<file path="src/rtl/dbg_pkg.sv">
// Shared definitions for the debug scan arbiter: FSM encoding, line levels, gap limits.
// The PAR state exists only when DBG_PARITY_EN is defined.
package dbg_pkg;

  typedef enum logic [2:0] {
    S_IDLE,
    S_START,
    S_ID,
    S_DATA,
`ifdef DBG_PARITY_EN
    S_PAR,
`endif
    S_STOP,
    S_GAP
  } state_t;

  localparam logic START_BIT = 1'b0;
  localparam logic STOP_BIT  = 1'b1;

  localparam int unsigned GAP_MIN = 0;
  localparam int unsigned GAP_MAX = 15;

endpackage

</file>
<file path="src/rtl/dbg_rr_arb.sv">
// Combinational 4-way round-robin picker; search starts at last+1 and wraps,
// so the previous winner has the lowest priority.
module dbg_rr_arb
  import dbg_pkg::*;
(
  input  logic [3:0] req,
  input  logic [1:0] last,
  output logic       valid,
  output logic [1:0] grant
);

  logic [1:0] idx;

  always_comb begin
    valid = |req;
    grant = last;
    idx   = '0;
    // Walk from furthest to nearest so the nearest requester overwrites last.
    for (int unsigned i = 4; i >= 1; i--) begin
      idx = last + 2'(i);
      if (req[idx]) grant = idx;
    end
  end

endmodule

</file>
<file path="src/rtl/debug_scan_arb.sv">
// Debug scan arbiter: grants one of four status groups round-robin and shifts
// start, group id, status word, optional parity (DBG_PARITY_EN) and stop out serially.
module debug_scan_arb
  import dbg_pkg::*;
#(
  parameter int unsigned DW      = 16,
  parameter int unsigned GAP_CYC = 2
) (
  input  logic            debug_clk,
  input  logic            reset,
  input  logic            enable,
  input  logic [3:0]      req,
  input  logic [4*DW-1:0] data,
  output logic [3:0]      ack,
  output logic            debug_out,
  output logic            frame_active,
  output logic [1:0]      grp_id
);

  localparam int unsigned CW      = $clog2(DW) + 1;
  localparam int unsigned GAP_EFF = (GAP_CYC > GAP_MAX) ? GAP_MAX : GAP_CYC;

  state_t          state;
  logic [1:0]      last_grant;
  logic [DW-1:0]   shreg;
  logic [CW-1:0]   bit_cnt;
  logic [3:0]      gap_cnt;
  logic            arb_valid;
  logic [1:0]      arb_grant;
  logic            frame_done;
  logic [DW-1:0]   grant_word;
`ifdef DBG_PARITY_EN
  logic            parity;
`endif

  dbg_rr_arb u_arb (
    .req   (req),
    .last  (last_grant),
    .valid (arb_valid),
    .grant (arb_grant)
  );

  assign grant_word = data[arb_grant*DW +: DW];

  // A new grant may be taken in IDLE or on the edge that would otherwise
  // return to IDLE, so consecutive frames are separated by the gap alone.
  always_comb begin
    frame_done = 1'b0;
    case (state)
      S_IDLE:  frame_done = 1'b1;
      S_STOP:  frame_done = (GAP_EFF == 0);
      S_GAP:   frame_done = (gap_cnt == '0);
      default: frame_done = 1'b0;
    endcase
  end

  always_ff @(posedge debug_clk or posedge reset) begin
    if (reset) begin
      state        <= S_IDLE;
      last_grant   <= 2'd3;
      shreg        <= '0;
      bit_cnt      <= '0;
      gap_cnt      <= '0;
      ack          <= '0;
      debug_out    <= STOP_BIT;
      frame_active <= 1'b0;
      grp_id       <= '0;
`ifdef DBG_PARITY_EN
      parity       <= 1'b0;
`endif
    end else begin
      ack <= '0;
      if (frame_done && enable && arb_valid) begin
        state          <= S_START;
        ack[arb_grant] <= 1'b1;
        debug_out      <= START_BIT;
        frame_active   <= 1'b1;
        grp_id         <= arb_grant;
        last_grant     <= arb_grant;
        shreg          <= grant_word;
`ifdef DBG_PARITY_EN
        parity         <= ^{arb_grant, grant_word};
`endif
      end else begin
        case (state)
          S_START: begin
            state     <= S_ID;
            debug_out <= grp_id[1];
            bit_cnt   <= CW'(1);
          end
          S_ID: begin
            if (bit_cnt == '0) begin
              state     <= S_DATA;
              debug_out <= shreg[DW-1];
              shreg     <= shreg << 1;
              bit_cnt   <= CW'(DW - 1);
            end else begin
              debug_out <= grp_id[0];
              bit_cnt   <= bit_cnt - 1'b1;
            end
          end
          S_DATA: begin
            if (bit_cnt == '0) begin
`ifdef DBG_PARITY_EN
              state     <= S_PAR;
              debug_out <= parity;
`else
              state     <= S_STOP;
              debug_out <= STOP_BIT;
`endif
            end else begin
              debug_out <= shreg[DW-1];
              shreg     <= shreg << 1;
              bit_cnt   <= bit_cnt - 1'b1;
            end
          end
`ifdef DBG_PARITY_EN
          S_PAR: begin
            state     <= S_STOP;
            debug_out <= STOP_BIT;
          end
`endif
          S_STOP: begin
            frame_active <= 1'b0;
            debug_out    <= STOP_BIT;
            if (GAP_EFF == 0) begin
              state <= S_IDLE;
            end else begin
              state   <= S_GAP;
              gap_cnt <= 4'(GAP_EFF - 1);
            end
          end
          S_GAP: begin
            debug_out <= STOP_BIT;
            if (gap_cnt == '0) state <= S_IDLE;
            else               gap_cnt <= gap_cnt - 1'b1;
          end
          default: begin
            state     <= S_IDLE;
            debug_out <= STOP_BIT;
          end
        endcase
      end
    end
  end

endmodule
</file>
<file path="config.mk">
export PLATFORM = sky130hd
export DESIGN_NAME = debug_scan_arb
export DESIGN_NICKNAME = d
export VERILOG_FILES = /design/src/rtl/dbg_pkg.sv /design/src/rtl/dbg_rr_arb.sv /design/src/rtl/debug_scan_arb.sv
export SDC_FILE = /design/constraint.sdc
export NUM_CORES = 1
export LEC_CHECK = 0
export CAP_MARGIN = 5
export CORE_AREA = 10 10 90 92
export CTS_CLUSTER_SIZE = 12
export DETAILED_ROUTE_END_ITERATION = 10
export DIE_AREA = 0 0 100 102
export PLACE_DENSITY = 0.66
export SLEW_MARGIN = 25
export SYNTH_ARGS = -nofsm -noshare
export SYNTH_HDL_FRONTEND = slang
export SYNTH_SLANG_ARGS = --single-unit
</file>
<file path="constraint.sdc">
create_clock -name debug_clk -period 5.5 [get_ports debug_clk]
set_clock_uncertainty 0.05 [all_clocks]
set_input_delay 0.55 -clock debug_clk [delete_from_list [all_inputs] [get_ports debug_clk]]
set_output_delay 0.55 -clock debug_clk [all_outputs]
set_load 0.02 [all_outputs]
</file>
==> flow_metrics.env <==
export IMPL_cpPeakStageDelay_ns=0.76
export IMPL_worst_pin_slew_ns=0.888
export IMPL_die_h_um=102
export IMPL_yosysTopAreaCellShare=0.354
export IMPL_relSlewSlack=0.406
export IMPL_vias=2352
export IMPL_syn_inst=274
export IMPL_io_buffers=78
export IMPL_power_density_nw_per_um2=442
export IMPL_dr_pass1_iters=4
export IMPL_htree_num_levels=2
export IMPL_rows=29
export IMPL_post_route_util=0.536
export IMPL_post_drt_via_cell_ratio=5.61
export IMPL_slew_viol_final=0
export IMPL_status="finished, final reports clean"
export IMPL_cp_required_ns=5.61
export IMPL_grt_setup_unrepaired="false"
export IMPL_drv_cap=0
export IMPL_wl_per_cell_um=17.1
export IMPL_clock_path_buffers=2
export IMPL_yosys_cell_count_top_type="dfrtp_1"
export IMPL_syn_area_um2=2480
export IMPL_grt_max_degree=39
export IMPL_crit_type="input pin to register"
export IMPL_max_freq_ghz=0.336
export IMPL_end_kind="register"
export IMPL_timing_final_crit_share=0.542
export IMPL_cts_root_buf="clkbuf_8"
export IMPL_core_um2=6280
export IMPL_synth_seq_cells=38
export IMPL_cts_tree="built"
export IMPL_drcViolationCount=0
export IMPL_critPathArrivalTime_ns=3.08
export IMPL_setup_viol=0
export IMPL_start_kind="input pin"
export IMPL_drive_gt1_frac=0.0965
export IMPL_fin_crit_ns=2.98
export IMPL_postCtsHoldBufs=0
export IMPL_initial_core_util=0.395
export IMPL_crit_chain="clkdlybuf4s50_1, mux2i_1, o32a_1, nand2_1, a2111oi_0, nor3_1"
export IMPL_synthArstFlopShare=1.00
export IMPL_synth_distinct_cells=53
export IMPL_antenna_found_initial=0
export IMPL_cts_made_buffers=5
export IMPL_path_max_fanout=34
export IMPL_grt_pass1_wl_um=11800
export IMPL_pin_count=79
export IMPL_hpwl_um=5430
export IMPL_synthTopCellsByCount="dfrtp_1, o21ai_0, and3_1"
export IMPL_avgSynthCellArea_um2=9.04
export IMPL_ir_worst_vdd_v=0.000237
export IMPL_wl_um=7180
export IMPL_die_x_um=100
export IMPL_power_leakage_nw=1.33
export IMPL_place_congestion=0.811
export IMPL_dieArea_um2=10200
export IMPL_final_hold_violation_count=0
export IMPL_synth_edf_count=0
export IMPL_diodes=0
export IMPL_cts_sinks=38
export IMPL_ys_top_cells_by_area="dfrtp_1, and3_1, o21ai_0"
export IMPL_area_delta_synth_final_pct=35.7
export IMPL_cpLargestDelayFamily="compound AO/OA/AOI/OAI gates"
export IMPL_ant_nets=0
export IMPL_tns_ns=0
export IMPL_ys_flop_type="dfrtp_1"
export IMPL_postCtsSetupBuffers=0
export IMPL_cts_resized=0
export IMPL_final_net_count=415
export IMPL_grt_pass1_vias=2326
export IMPL_clk_pin_slew_ns=0.07
export IMPL_yosysWarnings=0
export IMPL_clk_latency_ns=0.29
export IMPL_yosysSeqAreaShare=0.385
export IMPL_worstHoldPathType="register to register"
export IMPL_overflow=0
export IMPL_track_usage=0.142
export IMPL_postSynthNetCount=348
export IMPL_path_buf_inv=1
export IMPL_slowest_stage="o32a_1"
export IMPL_drtIter0Drc=136
export IMPL_synth_area_leader_cell="dfrtp_1"
export IMPL_fin_total_pwr_mw=1.49
cell families after synthesis:
| family | count (synthesis) | synth area share |
|---|---|---|
| xor gates and xnor gates | 1 | 0.00354 |
| and+or+nand+nor | 88 | 0.205 |
| adders and majority gates | 3 | 0.0152 |
| AOI/OAI and AO/OA | 114 | 0.332 |
| buffers and inverters | 28 | 0.0510 |
| DFF | 38 | 0.385 |
| muxes | 2 | 0.00808 |
placed cells by master (no fill, tap or decap), types with 3 or more instances in the layout:
| cell type | instances |
|---|---|
| clkbuf_1 | 3 |
| a21oi_1 | 10 |
| nand2_1 | 17 |
| a2111oi_0 | 4 |
| o22ai_1 | 14 |
| a211oi_1 | 3 |
| nand2b_1 | 8 |
| a221oi_1 | 13 |
| nor2b_1 | 4 |
| dfrtp_1 | 35 |
| or2_2 | 4 |
| inv_1 | 8 |
| a21boi_0 | 15 |
| and2_1 | 4 |
| and3_1 | 21 |
| nor2_1 | 13 |
| a21oi_2 | 9 |
| clkbuf_8 | 5 |
| dfstp_2 | 3 |
| o21ai_0 | 25 |
| clkdlybuf4s50_1 | 78 |
| ha_1 | 3 |
area by class of cell:
type / instances / area (um^2)
clock buffers: 8 / 80.1
flip-flops and latches: 38 / 955
repair buffers: 80 / 796
well taps: 77 / 96.3
inverters: 8 / 30.0
multi-input cells: 208 / 1410
fillers: 615 / 2920
tightest hold or removal path, stage by stage (launching register included):
cell	delay, ns
dfrtp_1	0.34
o21ai_0	0.08
nand2_1	0.07
where the power goes:
part / switching, mW / total [mW] / internal (mW)
registers: 0.110 / 0.504 / 0.394
logic: 0.435 / 0.798 / 0.363
clock network: 0.0946 / 0.185 / 0.0901
total: 0.640 / 1.49 / 0.847
final timing paths:
check	from	endpoint	slack (ns)	cells past startpoint
min in group asynchronous	reset	shreg[4]	0.62	3
max in group asynchronous	reset	last_grant[0]	4.42	3
worst min-delay path	frame_active	frame_active	0.47	2
worst max-delay path	req[1]	shreg[5]	2.52	6
worst max register to register	last_grant[1]	shreg[5]	2.66	5
worst min register to register	frame_active	frame_active	0.47	2
metrics by stage:
step | instances | setup WS, ns | cell area, um^2 | hold slack, ns
global route | 419 | 2.19 | 3360 | 0.507
floorplan | 274 | 3.32 | 2480 | 0.426
detailed placement | 411 | 2.21 | 3270 | 0.449
CTS | 419 | 2.51 | 3350 | 0.472
global placement | 411 | 2.21 | 3270 | 0.445
finish | 419 | 2.52 | 3360 | 0.470
state kept, by name, indices dropped and copies added, names as in the netlist:
signal	cells
shreg	16
last_grant	2
frame_active	1
gap_cnt	4
grp_id	2
ack	4
state	3
debug_out	1
bit_cnt	5
routing by layer:
layer / vias to the layer above / wire, um / GRT usage
met1: 1107 / 3230 / 0.180
met3: 5 / 541 / 0.0526
met4: 0 / 91 / 0.0457
li1: 1175 / - / -
met2: 65 / 3320 / 0.219
met5: - / 0 / 0
Note: power is estimated with default switching activity, not from simulation.
